===== src/rtl/mul_pkg.sv =====
// Shared types and constants for the iterative shift-and-add multiplier.
package mul_pkg;

    localparam int unsigned MUL_W       = 32;
    localparam int unsigned MUL_LATENCY = MUL_W;

    typedef enum logic [1:0] {
        S_IDLE = 2'd0,
        S_RUN  = 2'd1,
        S_DONE = 2'd2
    } mul_state_t;

endpackage


===== src/rtl/shift_add_multiplier_if.sv =====
// Operand/result valid-ready bus of the multiplier.
interface shift_add_multiplier_if #(
    parameter int unsigned N = 32
);
    logic         in_valid;
    logic         in_ready;
    logic [N-1:0] a;
    logic [N-1:0] b;
    logic         out_valid;
    logic         out_ready;
    logic [N-1:0] product;

    modport master (
        output in_valid, a, b, out_ready,
        input  in_ready, out_valid, product
    );

    modport slave (
        input  in_valid, a, b, out_ready,
        output in_ready, out_valid, product
    );
endinterface


===== src/rtl/shift_left_logical.sv =====
// Logical left shift; supplies the partial product mcand << bit index.
module shift_left_logical #(
    parameter int unsigned N = 32
) (
    input  logic [N-1:0]         in,
    input  logic [$clog2(N)-1:0] shamt,
    output logic [N-1:0]         out
);
    assign out = in << shamt;
endmodule


===== src/rtl/shift_add_multiplier.sv =====
// Radix-2 shift-and-add multiplier, low N bits of a*b, fixed N-cycle latency.
module shift_add_multiplier
    import mul_pkg::*;
#(
    parameter int unsigned N = MUL_W
) (
    input  logic                 clk,
    input  logic                 rst,
    shift_add_multiplier_if.slave bus
);
    localparam int unsigned CW = $clog2(N);

    mul_state_t    state, state_d;
    logic [N-1:0]  acc, acc_d;
    logic [N-1:0]  mcand, mcand_d;
    logic [N-1:0]  mplier, mplier_d;
    logic [CW-1:0] count, count_d;
    logic [N-1:0]  partial;
    logic          in_ready_q;
    logic          out_valid_q;

    shift_left_logical #(.N(N)) u_shift (
        .in    (mcand),
        .shamt (count),
        .out   (partial)
    );

    // State and datapath registers; handshake flags follow the next state.
    always_ff @(posedge clk) begin
        if (rst) begin
            state       <= S_IDLE;
            acc         <= '0;
            mcand       <= '0;
            mplier      <= '0;
            count       <= '0;
            in_ready_q  <= 1'b1;
            out_valid_q <= 1'b0;
        end else begin
            state       <= state_d;
            acc         <= acc_d;
            mcand       <= mcand_d;
            mplier      <= mplier_d;
            count       <= count_d;
            in_ready_q  <= (state_d == S_IDLE);
            out_valid_q <= (state_d == S_DONE);
        end
    end

    always_comb begin
        state_d  = state;
        acc_d    = acc;
        mcand_d  = mcand;
        mplier_d = mplier;
        count_d  = count;
        case (state)
            S_IDLE: begin
                if (bus.in_valid) begin
                    mcand_d  = bus.a;
                    mplier_d = bus.b;
                    acc_d    = '0;
                    count_d  = '0;
                    state_d  = S_RUN;
                end
            end
            S_RUN: begin
                // Every bit is visited; no early exit keeps the latency fixed.
                if (mplier[count]) begin
                    acc_d = N'(acc + partial);
                end
                count_d = CW'(count + CW'(1));
                if (count == CW'(N - 1)) begin
                    state_d = S_DONE;
                end
            end
            S_DONE: begin
                if (bus.out_ready) begin
                    state_d = S_IDLE;
                end
            end
            default: state_d = S_IDLE;
        endcase
    end

    assign bus.in_ready  = in_ready_q;
    assign bus.out_valid = out_valid_q;
    assign bus.product   = acc;

endmodule


===== src/flat_wrapper.sv =====
// flat-port wrapper written by rule: the top's interface ports become plain ports
module shift_add_multiplier_flat import mul_pkg::*;
#(
    parameter int unsigned N = MUL_W
)
  (clk, rst, bus_in_valid, bus_a, bus_b, bus_out_ready, bus_in_ready, bus_out_valid, bus_product);
  shift_add_multiplier_if #(.N(N)) bus_i ();
  input  logic clk;
  input  logic rst;
  input wire logic [$bits(bus_i.in_valid)-1:0] bus_in_valid;
  input wire logic [$bits(bus_i.a)-1:0] bus_a;
  input wire logic [$bits(bus_i.b)-1:0] bus_b;
  input wire logic [$bits(bus_i.out_ready)-1:0] bus_out_ready;
  output wire logic [$bits(bus_i.in_ready)-1:0] bus_in_ready;
  output wire logic [$bits(bus_i.out_valid)-1:0] bus_out_valid;
  output wire logic [$bits(bus_i.product)-1:0] bus_product;
  assign bus_i.in_valid = bus_in_valid;
  assign bus_i.a = bus_a;
  assign bus_i.b = bus_b;
  assign bus_i.out_ready = bus_out_ready;
  assign bus_in_ready = bus_i.in_ready;
  assign bus_out_valid = bus_i.out_valid;
  assign bus_product = bus_i.product;
  shift_add_multiplier #(.N(N)) u_core (.clk(clk), .rst(rst), .bus(bus_i));
endmodule

===== config.mk =====
export PLATFORM = sky130hd
export DESIGN_NAME = shift_add_multiplier_flat
export DESIGN_NICKNAME = d
export VERILOG_FILES = /design/src/rtl/mul_pkg.sv /design/src/rtl/shift_add_multiplier_if.sv /design/src/rtl/shift_left_logical.sv /design/src/rtl/shift_add_multiplier.sv /design/src/flat_wrapper.sv
export SDC_FILE = /design/constraint.sdc
export NUM_CORES = 1
export LEC_CHECK = 0
export BUFFER_PORTS_ARGS = -buffer_cell sky130_fd_sc_hd__clkbuf_2
export CAP_MARGIN = 20
export CORE_MARGIN = 8
export CORE_UTILIZATION = 59
export DETAILED_ROUTE_END_ITERATION = 10
export HOLD_SLACK_MARGIN = 0.08
export PLACE_DENSITY = 0.92
export SKIP_LAST_GASP = 1
export SYNTH_ARGS = -nofsm -noshare
export SYNTH_HDL_FRONTEND = slang
export SYNTH_HIERARCHICAL = 1
export SYNTH_SLANG_ARGS = --single-unit

===== constraint.sdc =====
create_clock -name clk -period 5.2 [get_ports clk]
set_input_delay 0.78 -clock clk [delete_from_list [all_inputs] [get_ports clk]]
set_output_delay 0.78 -clock clk [all_outputs]
set_load 0.02 [all_outputs]

==> summary.md, run 1 <==
| Metric | Value |
|---|---|
| Outcome | `finished clean` |
| RSZ-0062 raised after global routing | `false` |
| CTS Hold Bufs | `0` |
| Site Rows | `40` |
| P_sw | `592 µW` |
| Max_cap viols | `0` |
| Worst slack, placed | `0.573 ns` |
| N_diodes | `0` |
| GRT overflow | `0` |
| Rel. slew slack | `about a third` |
| Routed length on met1 | `about 8.6 mm` |
| Hold Crit Start | `u_core/mcand[31]` |
| Fin cells | `1120` |
| Total Routing Usage GR | `23.8%` |
| First-pass GRT wire length | `roughly 32 mm` |
| Height of the die | `128 µm` |
| Clock Pin Slew Worst Setup and Hold Paths | `approximately 0.080 ns` |
| CP max stage cell | `dfxtp_2` |
| Post-route DRC | `0` |
| Worst-Margin Slew | `1.01 ns` |
| Fmax | `209 MHz` |
| Worst Path Arrival | `5.07 ns` |
| Dpl hpwl | `14.2 mm` |
| Total wire length | `19.2 mm` |
| Num CTS Buffers | `9` |
| Final hold vios | `0` |
| Final WS setup | `roughly 0.41 ns` |
| Hold_ws | `0.454 ns` |
| Routed vias/inst | `6.09` |
| Slew Viols, Final | `0` |
| Max incr delay on CP | `0.81 ns` |
| Post-synthesis mux area share | `16.5%` |
| Post-synthesis compound-gate area fraction | `a little over a fifth` |
| Post-synth cell types | `69` |
| R2R Setup Slk | `between 0.4 and 0.5 ns` |
| Period Utilization, post-route | `around 92%` |
| Area share of the largest cell type after synthesis | `28.6%` |
| Main synth FF type | `dfxtp_1` |
| Seq cells post-synth | `105` |
| EDFF count, synth | `0` |
| Yosys warning total | `6` |
| Worst EP required | `5.49 ns` |
| DR vias | `6817` |
| Die ar. | `about 16000 µm²` |
| FF-to-FF Start | `u_core/count[0]` |
| Ys async rst share | `0%` |
| Met3 WL | `1.14 mm` |
| Top-count cell post-synth | `nand2_1` |
| Final setup fails | `0` |
| WHS Endpoint | `u_core/mcand[31]` |
| CTS tree | `built` |
| Routed met2 length | `9.07 mm` |
| Initial Util | `60.9%` |
| DR WL/cell | `17.1 µm` |
| Max FO, Critical Path | `25` |
| Synth area leader | `dfxtp_1` |
| CP Capture Type | `flop` |
| P&R area growth vs syn | `10.6%` |
| Synth Area in Simple Gates | `19.7%` |
| Internal power | `1360 µW` |
| Post-cts resize count | `0` |
| Layout cell share with drive strength beyond 1 | `about a fifth` |
| Routed Antenna Nets | `0` |
| Clk_skew | `0.00989 ns` |
| Mapped Avg Cell Area | `8.33 µm²` |
| Tmin final | `4.79 ns` |
| Hold Crit Class | `flop to flop` |
| First-pass DRT Iterations | `5` |
| Cell Pwr Density | `240 nW/µm²` |
| Area contributors post-synth | `dfxtp_1 (29%), nand2_1 (9.4%), mux4_2 (8.6%), a21oi_1 (7.5%), ha_1 (5.6%)` |
| RD Place Congestion | `1.05` |
| TritonCTS Sinks | `105` |
| Kind of critical path | `flop to flop` |
| Main combinational cell family by area after synthesis | `compound AO/OA/AOI/OAI gates` |
| Hold path depth | `2` |
| Vias in the first global route | `6567` |
| Post-Synthesis Cells | `881` |
| Sequential share of the synthesized area | `between 20 and 30%` |
| Synthesized Nets | `~1000` |
| Combinational Power Share | `19.0%` |
| Clock buffer depth | `2` |
| Post-CTS Setup Inserts | `0` |
| Die X | `128 µm` |
| Leak | `0.00342 µW` |
| Clk_lat worst skew | `0.37 ns` |
| Top Metal Used | `met4` |
| CTS root buf | `clkbuf_16` |
| Crit-path leading delay family | `compound AO/OA/AOI/OAI gates` |
| Commonest cells post-synth | `nand2_1 (183), a21oi_1 (110), dfxtp_1 (105), nor2_1 (67), clkbuf_1 (35)` |
| Io pins | `102` |
| Placed insts | `1104` |
| Detailed Route Iter0 Violations | `roughly 720` |
| Worst Reg-to-Reg Cells | `14` |
| Synth Area in XOR/XNOR | `2.15%` |
| Worst-path cell chain | `buf_4 -> mux4_2 -> a22oi_1 -> o211ai_1 -> ha_1 -> a21oi_1 -> o21ai_0 -> or2_2 -> a311oi_1 -> nor2_1 -> a41o_1 -> nor4b_1 -> o21ai_0 -> a22oi_1` |
| Clock group share of total power | `a little over a third` |
| Core ar. | `12100 µm²` |
| Largest net degree at the start of global routing | `68` |
| Switching part of the total | `30.4%` |
| Initial antenna violation count | `0` |
| Startpoint types | `flop` |
| Max VDD drop | `0.156 mV` |
| R2R Path End | `u_core/bus.product[31]` |
| Nets | `between 1k and 1.5k` |
| Post-Syn Area | `7340 µm²` |
| Post-Synth Adder-Cell Area | `5.90%` |
| Sequential fraction of design power | `45.4%` |
| Total negative slack | `0 ns` |
| Port bufs | `between 100 and 150` |
| CP Buf/Inv Count | `1` |
| H-tree depth | `3` |
## logic make-up after synthesis
family | Yosys count
AO/OA/AOI/OAI | 253
AND/OR/NAND/NOR | 330
flip-flops | 105
multiplexers | 67
buffers and inverters | 74
adder cells (fa/ha/maj) | 34
XOR/XNOR | 18
## placed cells by master, fill, tap and decap left out, drive strengths merged, types with 4 or more instances in the layout
cell and instances:
nand2 183, a21oi 110, clkbuf 110, dfxtp 105, nor2 67, mux4 38, o21ai 34, ha 33
a22oi 25, mux2 18, inv 17, buf 15, a21o 14, nor3 12, o211ai 12, mux2i 11
and3 10, xor2 10, a211oi 9, nand2b 8, nor2b 8, o21a 8, xnor2 8, or3 8
nand3 7, nor3b 6, a211o 5, or2 4, nand3b 4, o31ai 4, o22ai 4
## power by group through the flow
stage / sequential (µW) / combinational [µW] / clock (µW)
after global routing: 892 / 406 / 732
after global placement: 900 / 358 / 0
final: 886 / 371 / 694
after floorplan: 895 / 276 / 0
after CTS: 886 / 368 / 703
after detailed placement: 904 / 365 / 0
## stage by stage
step           total power [µW]  util [%]  cell area, µm²
6_report                   1950      67.3            8120
4_1_cts                    1960      67.3            8120
3_3_place_gp               1260      64.8            7820
3_5_place_dp               1270      64.8            7820
5_1_grt                    2030      67.3            8120
2_1_floorplan              1170         -            7340
## cell type report
| class | count | area [µm²] |
|---|---|---|
| fill | 1038 | 3940 |
| timing repair buffer | 115 | 611 |
| tap | 168 | 210 |
| sequential | 105 | 2100 |
| clock inverter | 6 | 66.3 |
| multi-input combinational | 702 | 4840 |
| inverter | 14 | 52.6 |
| clock buffer | 10 | 239 |
## sequential cells by signal, summed over array words and instances (netlist names)
| signal | count |
|---|---|
| u_core/count | 5 |
| u_core/bus.product | 32 |
| u_core/bus.out_valid | 1 |
| u_core/mplier | 32 |
| u_core/mcand | 32 |
| u_core/state | 2 |
| u_core/bus.in_ready | 1 |
## worst max path at each step
stage | cells after the start | to | slack (ns) | startpoint
floorplan | 17 | u_core/bus.product[31] | 1.28 | u_core/count[0]
global placement | 15 | u_core/bus.product[31] | 0.66 | u_core/count[0]
detailed placement | 13 | u_core/bus.product[31] | 0.57 | u_core/count[1]
CTS | 14 | u_core/bus.product[31] | 0.49 | u_core/count[0]
global route | 14 | u_core/bus.product[31] | 0.08 | u_core/count[0]
finish | 14 | u_core/bus.product[31] | 0.41 | u_core/count[0]
## per-layer routing
| metal | GRT usage (%) | vias to the layer above |
|---|---|---|
| met4 | 9.80 | 0 |
| li1 | - | 3353 |
| met1 | 30.9 | 3204 |
| met2 | 38.8 | 231 |
| met5 | 0 | - |
| met3 | 3.62 | 29 |
## worst min-delay path: stages, from the launching register on
cell and delay [ns]:
dfxtp_1 0.31, nand2_1 0.05, a21oi_1 0.05
No activity file was read; power rests on OpenSTA's default activity.
==> run 2, diff against run 1 <==
- CTS_CLUSTER_SIZE: not set -> 12
- RECOVER_POWER: not set -> 25
==> run 2 against run 1 <==
  * Clock power hardly changed
  * Cell count unchanged
  * Flip-flop and latch count is the same
  * Die area did not move
  * Design area is 0.52% lower
  * Count of clock-buffer cells in the layout unchanged
  * Hold slack about the same
  * Largest power group unchanged
  * Sequential power is essentially flat
  * Clock skew barely moved
  * Non-clock buffer count stayed put
==> summary.md, run 2 (synthesized netlist as in run 1, its figures left out) <==
| Metric | Value |
|---|---|
| Hold_ws | `0.454 ns (+0.00000800 ns)` |
| Hold Crit Class | `flop to flop` |
| Placed insts | `1104 (unchanged)` |
| Clk_lat worst skew | `0.37 ns (about the same)` |
| Rel. slew slack | `32.5% (+0.32 points)` |
| Height of the die | `128 µm (unchanged)` |
| R2R Path End | `u_core/bus.product[31]` |
| Layout Utilization | `67.0% (-0.35 points)` |
| DR vias | `6856 (+0.57%)` |
| Worst Path Arrival | `5.05 ns (-0.02 ns)` |
| Core ar. | `12100 µm² (unchanged)` |
| Total wire length | `19.2 mm (+0.39%)` |
| Total Routing Usage GR | `23.8% (unchanged)` |
| Combinational Power Share | `19.0% (about the same)` |
| Placed cell area | `7820 µm² (unchanged)` |
| Post-cts resize count | `0 (unchanged)` |
| Sequential fraction of design power | `45.5% (about the same)` |
| Detailed Route Iter0 Violations | `689 (-4.8%)` |
| Initial Util | `60.9% (unchanged)` |
| P&R area growth vs syn | `10.1%` |
| Tmin final | `4.76 ns (-0.0217 ns)` |
| Port bufs | `101 (unchanged)` |
| Post-route cell area | `8080 µm² (-0.52%)` |
| H-tree depth | `3 (unchanged)` |
| Kind of critical path | `flop to flop` |
| Post-route DRC | `0 (unchanged)` |
| Commonest non-fill, non-tap cell in the layout | `nand2_1` |
| CTS tree | `built` |
| Max VDD drop | `0.155 mV (-0.60%)` |
| Final setup fails | `0 (unchanged)` |
| Setup crit end | `u_core/bus.product[31]` |
| First-pass DRT Iterations | `5 (unchanged)` |
| Internal power | `1360 µW (-0.15%)` |
| R2R Setup Slk | `0.44 ns (+0.02 ns)` |
| Initial antenna violation count | `0 (unchanged)` |
| Max FO, Critical Path | `25 (unchanged)` |
| Max_cap viols | `0 (unchanged)` |
| Slew Viols, Final | `0 (unchanged)` |
| Fin cells | `1120 (unchanged)` |
| Crit path from | `u_core/count[0]` |
| CTS Hold Bufs | `0 (unchanged)` |
| Worst-Margin Slew | `1.01 ns (-0.00475 ns)` |
| Worst EP required | `5.49 ns (about the same)` |
| Io pins | `102 (unchanged)` |
| Fillcell total | `1042 (+0.39%)` |
| P_sw | `591 µW (-0.16%)` |
| Clock buffer depth | `2 (unchanged)` |
| RSZ-0062 raised after global routing | `false` |
| Worst Reg-to-Reg Cells | `14 (unchanged)` |
| DR WL/cell | `17.2 µm (+0.39%)` |
| Final hold vios | `0 (unchanged)` |
| Layout cell share with drive strength beyond 1 | `16.3% (-3.6 points)` |
| Clk_skew | `0.00954 ns (-0.000355 ns)` |
| Dpl hpwl | `14.2 mm (unchanged)` |
| Num CTS Buffers | `9 (unchanged)` |
| Fmax | `210 MHz (+0.46%)` |
| Most frequent cells in the layout | `nand2_1 (183), a21oi_1 (110), dfxtp_1 (104), clkbuf_2 (66), nor2_1 (66)` |
| Post-CTS Setup Inserts | `0 (unchanged)` |
| TritonCTS Sinks | `105 (unchanged)` |
| Nets | `1049 (unchanged)` |
| Clock Pin Slew Worst Setup and Hold Paths | `0.08 ns (about the same)` |
| Startpoint types | `flop` |
| FF-to-FF Start | `u_core/count[0]` |
| First-pass GRT wire length | `31.9 mm (unchanged)` |
| CTS root buf | `clkbuf_16` |
| Leak | `0.00331 µW (-3.4%)` |
| GRT overflow | `0 (unchanged)` |
| Site Rows | `40 (unchanged)` |
| CP Capture Type | `flop` |
| RD Place Congestion | `1.05 (unchanged)` |
| Switching part of the total | `30.3% (about the same)` |
| Vias in the first global route | `6567 (unchanged)` |
| Period Utilization, post-route | `91.6% (-0.42 points)` |
| Total negative slack | `0 ns (unchanged)` |
| Cell Pwr Density | `241 nW/µm² (+0.37%)` |
| Routed Antenna Nets | `0 (unchanged)` |
| Die ar. | `16300 µm² (unchanged)` |
| Die X | `128 µm (unchanged)` |
| Outcome | `finished clean` |
| Clock group share of total power | `35.6% (about the same)` |
| Routed vias/inst | `6.12 (+0.57%)` |
| Largest net degree at the start of global routing | `68 (unchanged)` |
| N_diodes | `0 (unchanged)` |
-- run 2: cell counts in the layout (fill, tap and decap cells not counted) --
Identical to the previous run, type by type.
-- run 2: per-stage QoR --
step | power [µW] | worst slack (ns)
finish | 1950 | 0.436
global route | 2030 | 0.0786
CTS | 1960 | 0.486
detailed placement | 1270 | 0.573
global placement | 1260 | 0.664
floorplan | 1170 | 1.28
-- run 2: how the worst min path moves through the flow --
stage                        end  slack, ns  cells after the start              start
2_1_floorplan  u_core/mplier[12]       0.43                      2  u_core/mplier[12]
3_3_place_gp   u_core/mplier[26]       0.44                      2  u_core/mplier[26]
3_5_place_dp    u_core/mcand[31]       0.45                      2   u_core/mcand[31]
4_1_cts         u_core/mcand[31]       0.46                      2   u_core/mcand[31]
5_1_grt        u_core/mplier[28]       0.48                      2  u_core/mplier[28]
6_report        u_core/mplier[4]       0.45                      2   u_core/mplier[4]
-- run 2: critical path, cell delays in order (launching register included) --
cell      delay [ns]
dfxtp_2         0.80
buf_4           0.36
mux4_2          0.56
a22oi_1         0.26
o211ai_1        0.21
ha_1            0.43
a21oi_1         0.18
o21ai_0         0.15
or2_2           0.33
a311oi_1        0.34
nor2_1          0.18
a41o_1          0.32
nor4b_1         0.25
o21ai_0         0.13
a22oi_1         0.19
-- run 2: routing by layer --
metal	share of wire (%)	vias to the layer above	global-route usage, %
met2	47	253	38.8
met5	0	-	0
met4	2.3	0	9.80
met3	5.8	39	3.62
li1	-	3351	-
met1	45	3213	30.9
-- run 2: final cells by class --
class                   count  area, µm²  area share (%)
multi-input cells         702       4840            59.9
well taps                 168        210            2.60
flip-flops and latches    105       2100            26.0
clock buffers              10        239            2.96
inverters                  14       52.6           0.650
clock inverters             6       66.3           0.821
repair buffers            115        568            7.03
-- run 2: power by group through the flow --
stage | sequential, µW | clock [µW] | combinational, µW
CTS | 886 | 703 | 368
global route | 892 | 732 | 404
finish | 886 | 693 | 370
detailed placement | 904 | 0 | 365
floorplan | 895 | 0 | 276
global placement | 900 | 0 | 358
==> run 3, diff against run 2 <==
- clock period: 5.2 -> 4.4 ns (I/O delays scaled with it)
==> run 3 against run 2 <==
  * The flow now finishes with violations (max-capacitance violations, max-slew violations)
  * Clock power rose by 26%
  * Count of clock-buffer cells in the layout fell by 1
  * Register-to-register slack got worse by 0.27 ns
  * Setup slack got worse by 0.27 ns
  * Cell count rose by 1.3%
  * Largest cell class unchanged
==> summary.md, run 3 (synthesized netlist as in run 1, its figures left out) <==
| Metric | Value |
|---|---|
| CTS root buf | `clkbuf_16` |
| Pwr Total | `2390 µW (+23%)` |
| CTS tree | `built` |
| Max_cap viols | `1 (+1)` |
| Io pins | `102 (unchanged)` |
| Post-route DRC | `0 (unchanged)` |
| Clk_skew | `0.0107 ns (+0.00119 ns)` |
| Total negative slack | `0 ns (unchanged)` |
| Combinational Power Share | `19.7% (+0.7 points)` |
| R2R Path End | `u_core/bus.product[31]` |
| Tmin final | `4.24 ns (-0.529 ns)` |
| Clock Pin Slew Worst Setup and Hold Paths | `0.08 ns (about the same)` |
| WHS Endpoint | `u_core/mplier[4]` |
| DR WL/cell | `17.8 µm (+3.5%)` |
| Clock buffer depth | `2 (unchanged)` |
| Worst Reg-to-Reg Cells | `15 (+1)` |
| R2R Setup Slk | `0.16 ns (-0.27 ns)` |
| Cell Pwr Density | `288 nW/µm² (+20%)` |
| Startpoint types | `flop` |
| Clk_lat worst skew | `0.36 ns (about the same)` |
| Slew Viols, Final | `34 (+34)` |
| First-pass GRT wire length | `32.6 mm (+2.4%)` |
| Hold Crit Class | `flop to flop` |
| Sequential fraction of design power | `43.6% (-1.9 points)` |
| Detailed Route Iter0 Violations | `841 (+22%)` |
| P_sw | `720 µW (+22%)` |
| Reg area | `2110 µm² (+0.18%)` |
| Initial antenna violation count | `0 (unchanged)` |
| CP Capture Type | `flop` |
| RD Place Congestion | `0.968 (-7.5%)` |
| Dpl hpwl | `14.8 mm (+4.1%)` |
| FF-to-FF Start | `u_core/count[0]` |
| Largest net degree at the start of global routing | `68 (unchanged)` |
| N_diodes | `0 (unchanged)` |
| Max FO, Critical Path | `7 (-72%)` |
| Initial Util | `60.9% (unchanged)` |
| Max VDD drop | `0.177 mV (+15%)` |
| Port bufs | `101 (unchanged)` |
| Vias in the first global route | `6810 (+3.7%)` |
| Rel. slew slack | `-36.3% (-69 points)` |
| Height of the die | `128 µm (unchanged)` |
| Worst EP required | `4.69 ns (-0.80 ns)` |
| Layout cell share with drive strength beyond 1 | `18.2% (+1.9 points)` |
| Die ar. | `16300 µm² (unchanged)` |
| Internal power | `1670 µW (+23%)` |
| Most frequent cells in the layout | `nand2_1 (183), a21oi_1 (110), dfxtp_1 (103), clkbuf_2 (67), nor2_1 (67)` |
| GRT overflow | `0 (unchanged)` |
| RSZ-0062 raised after global routing | `true` |
| Routed Antenna Nets | `0 (unchanged)` |
| P&R area growth vs syn | `12.7%` |
| Total Routing Usage GR | `24.5% (+0.69 points)` |
| First-pass DRT Iterations | `5 (unchanged)` |
| Period Utilization, post-route | `96.3% (+4.6 points)` |
| Nets | `1064 (+1.4%)` |
| Kind of critical path | `flop to flop` |
| Outcome | `finished, violations left` |
| Final setup fails | `0 (unchanged)` |
| Hold Crit Start | `u_core/mplier[4]` |
| Switching part of the total | `30.1% (-0.20 points)` |
| Site Rows | `40 (unchanged)` |
| Core ar. | `12100 µm² (unchanged)` |
| Die X | `128 µm (unchanged)` |
| Failing checks | `max-capacitance violations, max-slew violations` |
| H-tree depth | `3 (unchanged)` |
| DR vias | `7099 (+3.5%)` |
| Area occupied by multi-input gates | `4850 µm² (+0.13%)` |
| CTS Hold Bufs | `0 (unchanged)` |
| Routed vias/inst | `6.25 (+2.2%)` |
| Final hold vios | `0 (unchanged)` |
| Total wire length | `20.2 mm (+4.9%)` |
| Fillcell total | `953 (-8.5%)` |
| Worst-Margin Slew | `2.04 ns (+1.03 ns)` |
| Clock group share of total power | `36.6% (+1.0 points)` |
| Commonest non-fill, non-tap cell in the layout | `nand2_1` |
| Hold path depth | `2 (unchanged)` |
| Worst Path Arrival | `4.52 ns (-0.53 ns)` |
| TritonCTS Sinks | `105 (unchanged)` |
| Fmax | `236 MHz (+13%)` |
| Num CTS Buffers | `9 (unchanged)` |
| Leak | `0.00342 µW (+3.3%)` |
## run 3: per-stage QoR
step	setup slack (ns)	utilization, %	cell area [µm²]	hold slack [ns]	cells
after floorplan	0.484	-	7340	0.433	881
after global placement	0.132	65.6	7910	0.440	1115
after detailed placement	-0.0109	65.6	7910	0.447	1115
after CTS	0.0473	68.4	8250	0.458	1131
after global routing	-0.0318	68.6	8280	0.477	1135
final	0.165	68.6	8280	0.457	1135
## run 3: worst max-delay path, stage by stage (launching register included)
cell	delay, ns
dfxtp_4	0.42
buf_12	0.13
mux4_2	0.52
mux2_2	0.31
a22oi_1	0.26
nand2_1	0.13
ha_1	0.31
a21oi_1	0.22
o21ai_0	0.18
or2_2	0.34
a311oi_1	0.29
nor2_1	0.14
a41o_1	0.31
nor4b_1	0.28
o21ai_0	0.13
a22oi_1	0.19
## run 3: power groups by stage
stage,clock network [µW],registers [µW],logic (µW)
3_5_place_dp,0,1070,450
6_report,874,1040,471
3_3_place_gp,0,1060,438
5_1_grt,927,1050,511
2_1_floorplan,0,1060,327
4_1_cts,882,1040,452
## run 3: worst max-delay path by stage
stage / startpoint / endpoint / slack, ns / cells after the start
2_1_floorplan: u_core/count[0] / u_core/bus.product[31] / 0.48 / 17
3_3_place_gp: u_core/count[0] / u_core/bus.product[31] / 0.13 / 13
3_5_place_dp: u_core/count[0] / u_core/bus.product[31] / -0.01 / 15
4_1_cts: u_core/count[1] / u_core/bus.product[31] / 0.05 / 15
5_1_grt: u_core/count[0] / u_core/bus.product[21] / -0.03 / 15
6_report: u_core/count[0] / u_core/bus.product[31] / 0.16 / 15
## run 3: layer usage
layer | vias up | global-route usage (%) | routed length (µm)
met4 | 0 | 11.3 | 531
met1 | 3294 | 29.9 | 8300
met2 | 373 | 40.5 | 9760
li1 | 3381 | - | -
met3 | 51 | 5.37 | 1600
met5 | - | 0 | 0
## run 3: layout make-up
class                           count  area share (%)
Clock buffer                        9            2.72
Clock inverter                      7            1.30
Tap cell                          168            2.54
Inverter                           14           0.635
Sequential cell                   105            25.5
Multi-Input combinational cell    702            58.6
Timing Repair Buffer              130            8.78
## run 3: what timing repair did
item	4_1_cts	5_1_grt
setup buffers	0	3
gates resized for setup	1	7
endpoints found under the setup margin	1	3
